**src/rtl/hw_trig_scheduler.sv**
```systemverilog
// Round-robin scheduler sharing one slow-clocked trigger target between NREQ fast-domain requesters.
// Optional build macro HWTRIG_TIMEOUT_EN adds a watchdog that aborts a trigger starved of slow edges.
module hw_trig_scheduler #(
  parameter int NREQ        = 4,
  parameter int SELW        = 2,
  parameter int GAP_CYC     = 8,
  parameter int TIMEOUT_CYC = 1024
) (
  input  logic            wHClk_i,
  input  logic            wReset_i,
  input  logic            wLClk_i,
  input  logic [NREQ-1:0] wReq_i,
  input  logic [NREQ-1:0] wEnable_i,
  input  logic            wOvrClr_i,
  output logic            wTrig_o,
  output logic [SELW-1:0] wSel_o,
  output logic            wBusy_o,
  output logic            wDone_o,
  output logic [NREQ-1:0] wPend_o,
  output logic [NREQ-1:0] wOverrun_o,
  output logic            wTimeout_o,
  output logic [1:0]      wState_o
);

  localparam logic [1:0] IDLE  = 2'd0;
  localparam logic [1:0] STRIG = 2'd1;
  localparam logic [1:0] LTRIG = 2'd2;
  localparam logic [1:0] GAP   = 2'd3;
  localparam int GCW = (GAP_CYC > 1) ? $clog2(GAP_CYC) : 1;

  logic [2:0]        lclkSr;
  logic              slowEdge;
  logic [1:0]        state, stateNxt;
  logic [NREQ-1:0]   pend, pendNxt, ovr, ovrSet, gntVec;
  logic [2*NREQ-1:0] rot;
  logic [SELW-1:0]   lastGnt, gntIdx, sel;
  logic              gntFound, doneNxt, tmoHit;
  logic              trig, busy, done;
  logic [GCW-1:0]    gapCnt;

  // wLClk_i is only data here; stage 0 absorbs metastability before the edge compare.
  always_ff @(posedge wHClk_i) begin
    lclkSr <= {lclkSr[1:0], wLClk_i};
  end
  assign slowEdge = lclkSr[1] & ~lclkSr[2];

  // Rotate pending flags so bit 0 is the requester just after the last grant.
  always_comb begin
    int tmp;
    tmp      = 0;
    gntIdx   = lastGnt;
    gntFound = 1'b0;
    rot      = {pend, pend} >> (lastGnt + SELW'(1));
    for (int i = 0; i < NREQ; i++) begin
      if (!gntFound && rot[i]) begin
        gntFound = 1'b1;
        tmp      = int'(lastGnt) + 1 + i;
        if (tmp >= NREQ) tmp = tmp - NREQ;
        gntIdx   = SELW'(tmp);
      end
    end
    for (int i = 0; i < NREQ; i++) begin
      gntVec[i] = (state == IDLE) && gntFound && (gntIdx == SELW'(i));
    end
  end

  // A request landing on its own grant cycle re-arms the flag instead of counting as overrun.
  assign ovrSet  = wReq_i & wEnable_i & pend & ~gntVec;
  assign pendNxt = wEnable_i & (wReq_i | (pend & ~gntVec));

  always_comb begin
    stateNxt = state;
    doneNxt  = 1'b0;
    case (state)
      IDLE:  if (gntFound) stateNxt = STRIG;
      STRIG: begin
        if (slowEdge)    stateNxt = LTRIG;
        else if (tmoHit) stateNxt = IDLE;
      end
      LTRIG: begin
        if (slowEdge) begin
          doneNxt  = 1'b1;
          stateNxt = (GAP_CYC == 0) ? IDLE : GAP;
        end else if (tmoHit) begin
          stateNxt = IDLE;
        end
      end
      default: if (gapCnt == GCW'(GAP_CYC - 1)) stateNxt = IDLE;
    endcase
  end

  always_ff @(posedge wHClk_i) begin
    if (wReset_i) begin
      state   <= IDLE;
      pend    <= '0;
      ovr     <= '0;
      lastGnt <= SELW'(NREQ - 1);
      sel     <= '0;
      trig    <= 1'b0;
      busy    <= 1'b0;
      done    <= 1'b0;
      gapCnt  <= '0;
    end else begin
      state <= stateNxt;
      pend  <= pendNxt;
      ovr   <= ovrSet | (ovr & ~{NREQ{wOvrClr_i}});
      if ((state == IDLE) && gntFound) begin
        lastGnt <= gntIdx;
        sel     <= gntIdx;
      end
      trig   <= (stateNxt == STRIG) || (stateNxt == LTRIG);
      busy   <= (stateNxt != IDLE);
      done   <= doneNxt;
      gapCnt <= (state == GAP) ? gapCnt + GCW'(1) : '0;
    end
  end

`ifdef HWTRIG_TIMEOUT_EN
  localparam int TCW = $clog2(TIMEOUT_CYC + 1);
  logic [TCW-1:0] tmoCnt;
  logic           tmoFlag;

  assign tmoHit = ((state == STRIG) || (state == LTRIG)) && (tmoCnt == TCW'(TIMEOUT_CYC - 1));

  // Counter restarts on every slow edge, so it measures the gap between edges, not trigger length.
  always_ff @(posedge wHClk_i) begin
    if (wReset_i) begin
      tmoCnt  <= '0;
      tmoFlag <= 1'b0;
    end else begin
      if (((state == STRIG) || (state == LTRIG)) && !slowEdge) tmoCnt <= tmoCnt + TCW'(1);
      else                                                     tmoCnt <= '0;
      if (tmoHit && !slowEdge) tmoFlag <= 1'b1;
      else if (wOvrClr_i)      tmoFlag <= 1'b0;
    end
  end
  assign wTimeout_o = tmoFlag;
`else
  assign tmoHit     = 1'b0;
  assign wTimeout_o = 1'b0;
`endif

  assign wTrig_o    = trig;
  assign wSel_o     = sel;
  assign wBusy_o    = busy;
  assign wDone_o    = done;
  assign wPend_o    = pend;
  assign wOverrun_o = ovr;
  assign wState_o   = state;

endmodule

```
**config.mk**
```make
export PLATFORM = sky130hd
export DESIGN_NAME = hw_trig_scheduler
export DESIGN_NICKNAME = d
export VERILOG_FILES = /design/src/rtl/hw_trig_scheduler.sv
export SDC_FILE = /design/constraint.sdc
export NUM_CORES = 1
export LEC_CHECK = 0
export CELL_PAD_IN_SITES_DETAIL_PLACEMENT = 2
export CELL_PAD_IN_SITES_GLOBAL_PLACEMENT = 2
export CORE_MARGIN = 8
export CORE_UTILIZATION = 31
export DETAILED_ROUTE_END_ITERATION = 10
export DONT_BUFFER_PORTS = 1
export GPL_ROUTABILITY_DRIVEN = 0
export PLACE_DENSITY_LB_ADDON = 0.1
export SYNTH_ARGS = -nofsm -noshare
export SYNTH_HDL_FRONTEND = slang
export SYNTH_SLANG_ARGS = --single-unit
export TNS_END_PERCENT = 5
```
**constraint.sdc**
```tcl
create_clock -name wHClk_i -period 1.7 [get_ports wHClk_i]
set_clock_uncertainty 0.05 [all_clocks]
set_input_delay 0.255 -clock wHClk_i [delete_from_list [all_inputs] [get_ports wHClk_i]]
set_output_delay 0.255 -clock wHClk_i [all_outputs]
set_load 0.02 [all_outputs]
```
==> run metrics <==
hold path start wReset_i; Worst Setup End Kind register; final period utilization 99.6%; via count 856; first-pass GRT wire length 4.93 mm; Metal-1 WL 1.23 mm; # diodes 0; Hold/Removal Path Class in2reg; DR top layer met4; leakage dissipation 0.466 nW; DIE HEIGHT 73.4 microns; floorplan row count 21; status complete, no violations; #FFs+latches synth 23; CP Data Arrival Time 1.84 ns; final setup TNS 0 ns; wirelength, routed 2.83 mm; clock root buffer master clkbuf_4; TritonCTS Buffers 3; CP max FO 2; minimum hold slack 0.0701 ns; Area Growth Syn to Fin 13.7%; Tmin final 1.69 ns; maximum clock rate 591 MHz; Syn Area/Cell 9.04 sq um; gr usage total 11.8%; Top-Level Pins 28; Reg clk slew, reported paths 0.13 ns; WL/cell 16.7 microns; Chip Width 73.4 microns; YS warnings 0; I/O Buffers 0; maximum vdd ir drop 0.214 mV; Final ANT Viol Nets 0; pins over their slew limit 0; worst r2r dst wTrig_o; Nets 139; Largest stage delay, worst path 0.56 ns; DRC viols 0; initial antenna violation count 0; number of DRC markers in iteration 0 25; cell count after synthesis 113; Synth Cell Area 1020 sq um; Worst path slowest cell or4_4; unrepaired setup endpoints after global routing true; H-tree depth 1; DRT Pass-1 Iters 4; largest delay contributor family on the critical path simple AND/OR/NAND/NOR gates; max_cap viols 0; sequential area share after synthesis 45.1%; CTS tree built; die area 5390 sq um; Hold Violations, Final 0; clk_lat worst skew 0.30 ns; Longest Clk Path Bufs 2; WP data required 1.85 ns; DP Wirelength 2.15 mm; Crit Reg-Reg Startpoint wPend_o[1]; final number of setup-violating endpoints 0; Vias/cell 5.07; vias in the first global route 950; Setup CP Type reg2reg; starting density of the core 31.3%; reg-to-reg setup timing slack 0.007 ns; Core Area 3260 sq um; largest net degree at the start of global routing 13; gr ovfl total 0; Synth cell types 32; share of layout cells above drive strength 1 17.1%; clock sinks 23; CP cell instances or4_4, nor2_4, o31a_1, ha_1, nor2b_1; met3 wire len 166 microns; crit start category register; Worst Hold End wPend_o[3]; met2 wire len 1.40 mm; power density cells 964 nW/um^2; hold-critical path depth 3; buffer and inverter count on the worst path 0; R2R depth 5; Post-Synthesis Net Count 128
-- layout make-up --
class	instances	area (sq um)
sequential	23	463
fill	386	2100
multi-input combinational	84	523
clock buffer	4	26.3
timing repair buffer	11	87.6
tap	46	57.6
inverter	1	3.75
-- timing repair --
action	in CTS	in global routing
buffers inserted	0	1
endpoints found under the setup margin	0	1
resized for setup	0	2
hold buffers	2	0
hold endpoints to repair	8	0
-- Yosys cell counts, drive strengths merged --
cell | n | area, sq um
a211oi | 3 | 22.5
a21o | 1 | 7.51
a21oi | 10 | 50.1
a221o | 1 | 10.0
a221oi | 1 | 15.0
a22oi | 1 | 12.5
a31oi | 6 | 37.5
and2 | 6 | 40.0
and3 | 2 | 12.5
buf | 4 | 37.5
clkbuf | 1 | 3.75
conb | 1 | 3.75
dfxtp | 23 | 460
ha | 3 | 37.5
inv | 1 | 3.75
nand2 | 7 | 33.8
nand2b | 2 | 12.5
nand3 | 2 | 10.0
nor2 | 14 | 52.6
nor2b | 7 | 43.8
nor4 | 4 | 25.0
o211a | 1 | 10.0
o211ai | 2 | 15.0
o21ai | 6 | 30.0
o31a | 1 | 8.76
or2 | 1 | 6.26
or2b | 1 | 7.51
or4 | 1 | 11.3
-- metrics by stage --
| step | area, sq um | utilization [%] | worst slack (ns) | cells | total power [mW] |
|---|---|---|---|---|---|
| 6_report | 1160 | 35.6 | 0.00727 | 169 | 1.12 |
| 5_1_grt | 1160 | 35.6 | -0.0436 | 169 | 1.20 |
| 4_1_cts | 1150 | 35.2 | 0.00934 | 168 | 1.13 |
| 3_5_place_dp | 1100 | 33.8 | 0.0507 | 162 | 0.868 |
| 3_3_place_gp | 1100 | 33.8 | 0.112 | 162 | 0.857 |
| 2_1_floorplan | 1020 | - | 0.0365 | 113 | 0.810 |
-- power by group --
part / internal [mW] / switching, mW
Combinational: 0.103 / 0.129
Sequential: 0.576 / 0.0607
Clock: 0.0913 / 0.160
-- worst max path at each step --
stage / to / startpoint / cells after the start / slack (ns)
6_report: wTrig_o / wPend_o[1] / 5 / 0.007
5_1_grt: wTrig_o / wPend_o[1] / 5 / -0.04
2_1_floorplan: wTrig_o / wPend_o[1] / 5 / 0.04
4_1_cts: wTrig_o / wPend_o[1] / 5 / 0.009
3_3_place_gp: wTrig_o / wPend_o[1] / 5 / 0.11
3_5_place_dp: wTrig_o / wPend_o[1] / 5 / 0.05
-- worst min-delay path: stages --
cell and delay, ns:
nor2b_1 0.03, o21ai_0 0.06, a21oi_1 0.04
-- per-layer routing --
metal | vias to the layer above | global-route usage (%)
met1 | 411 | 14.0
li1 | 425 | -
met4 | 0 | 3.33
met2 | 18 | 20.2
met3 | 2 | 3.27
met5 | - | 0
-- cell families (layout without fill, tap and decap cells) --
kind of cell | count (synthesis) | after routing | synth area share (%)
AOI/OAI and AO/OA | 33 | 33 | 21.4
adders and majority gates | 3 | 3 | 3.68
buffers and inverters | 6 | 16 | 4.41
DFF | 23 | 23 | 45.1
other | 1 | 1 | 0.367
and+or+nand+nor | 47 | 47 | 25.0
-- registers in the layout (all words and copies together) (netlist names) --
signal and flops:
wBusy_o 1, lastGnt 2, gapCnt 3, wSel_o 2, lclkSr 3, wDone_o 1
wState_o 2, wPend_o 4, wTrig_o 1, wOverrun_o 4
-- placed cells by master (no fill, tap or decap), types with 2 or more instances in the layout --
cell,instances
dfxtp_1,21
nor2_1,13
a21oi_1,10
buf_4,9
nor2b_1,7
nand2_1,6
a31oi_1,6
and2_1,5
o21ai_0,5
nor4_1,4
a211oi_1,3
ha_1,3
clkbuf_4,3
o211ai_1,2
nand3_1,2
and3_1,2
nand2b_1,2
dlygate4sd3_1,2
dfxtp_2,2
No activity file was read; power rests on OpenSTA's default activity.
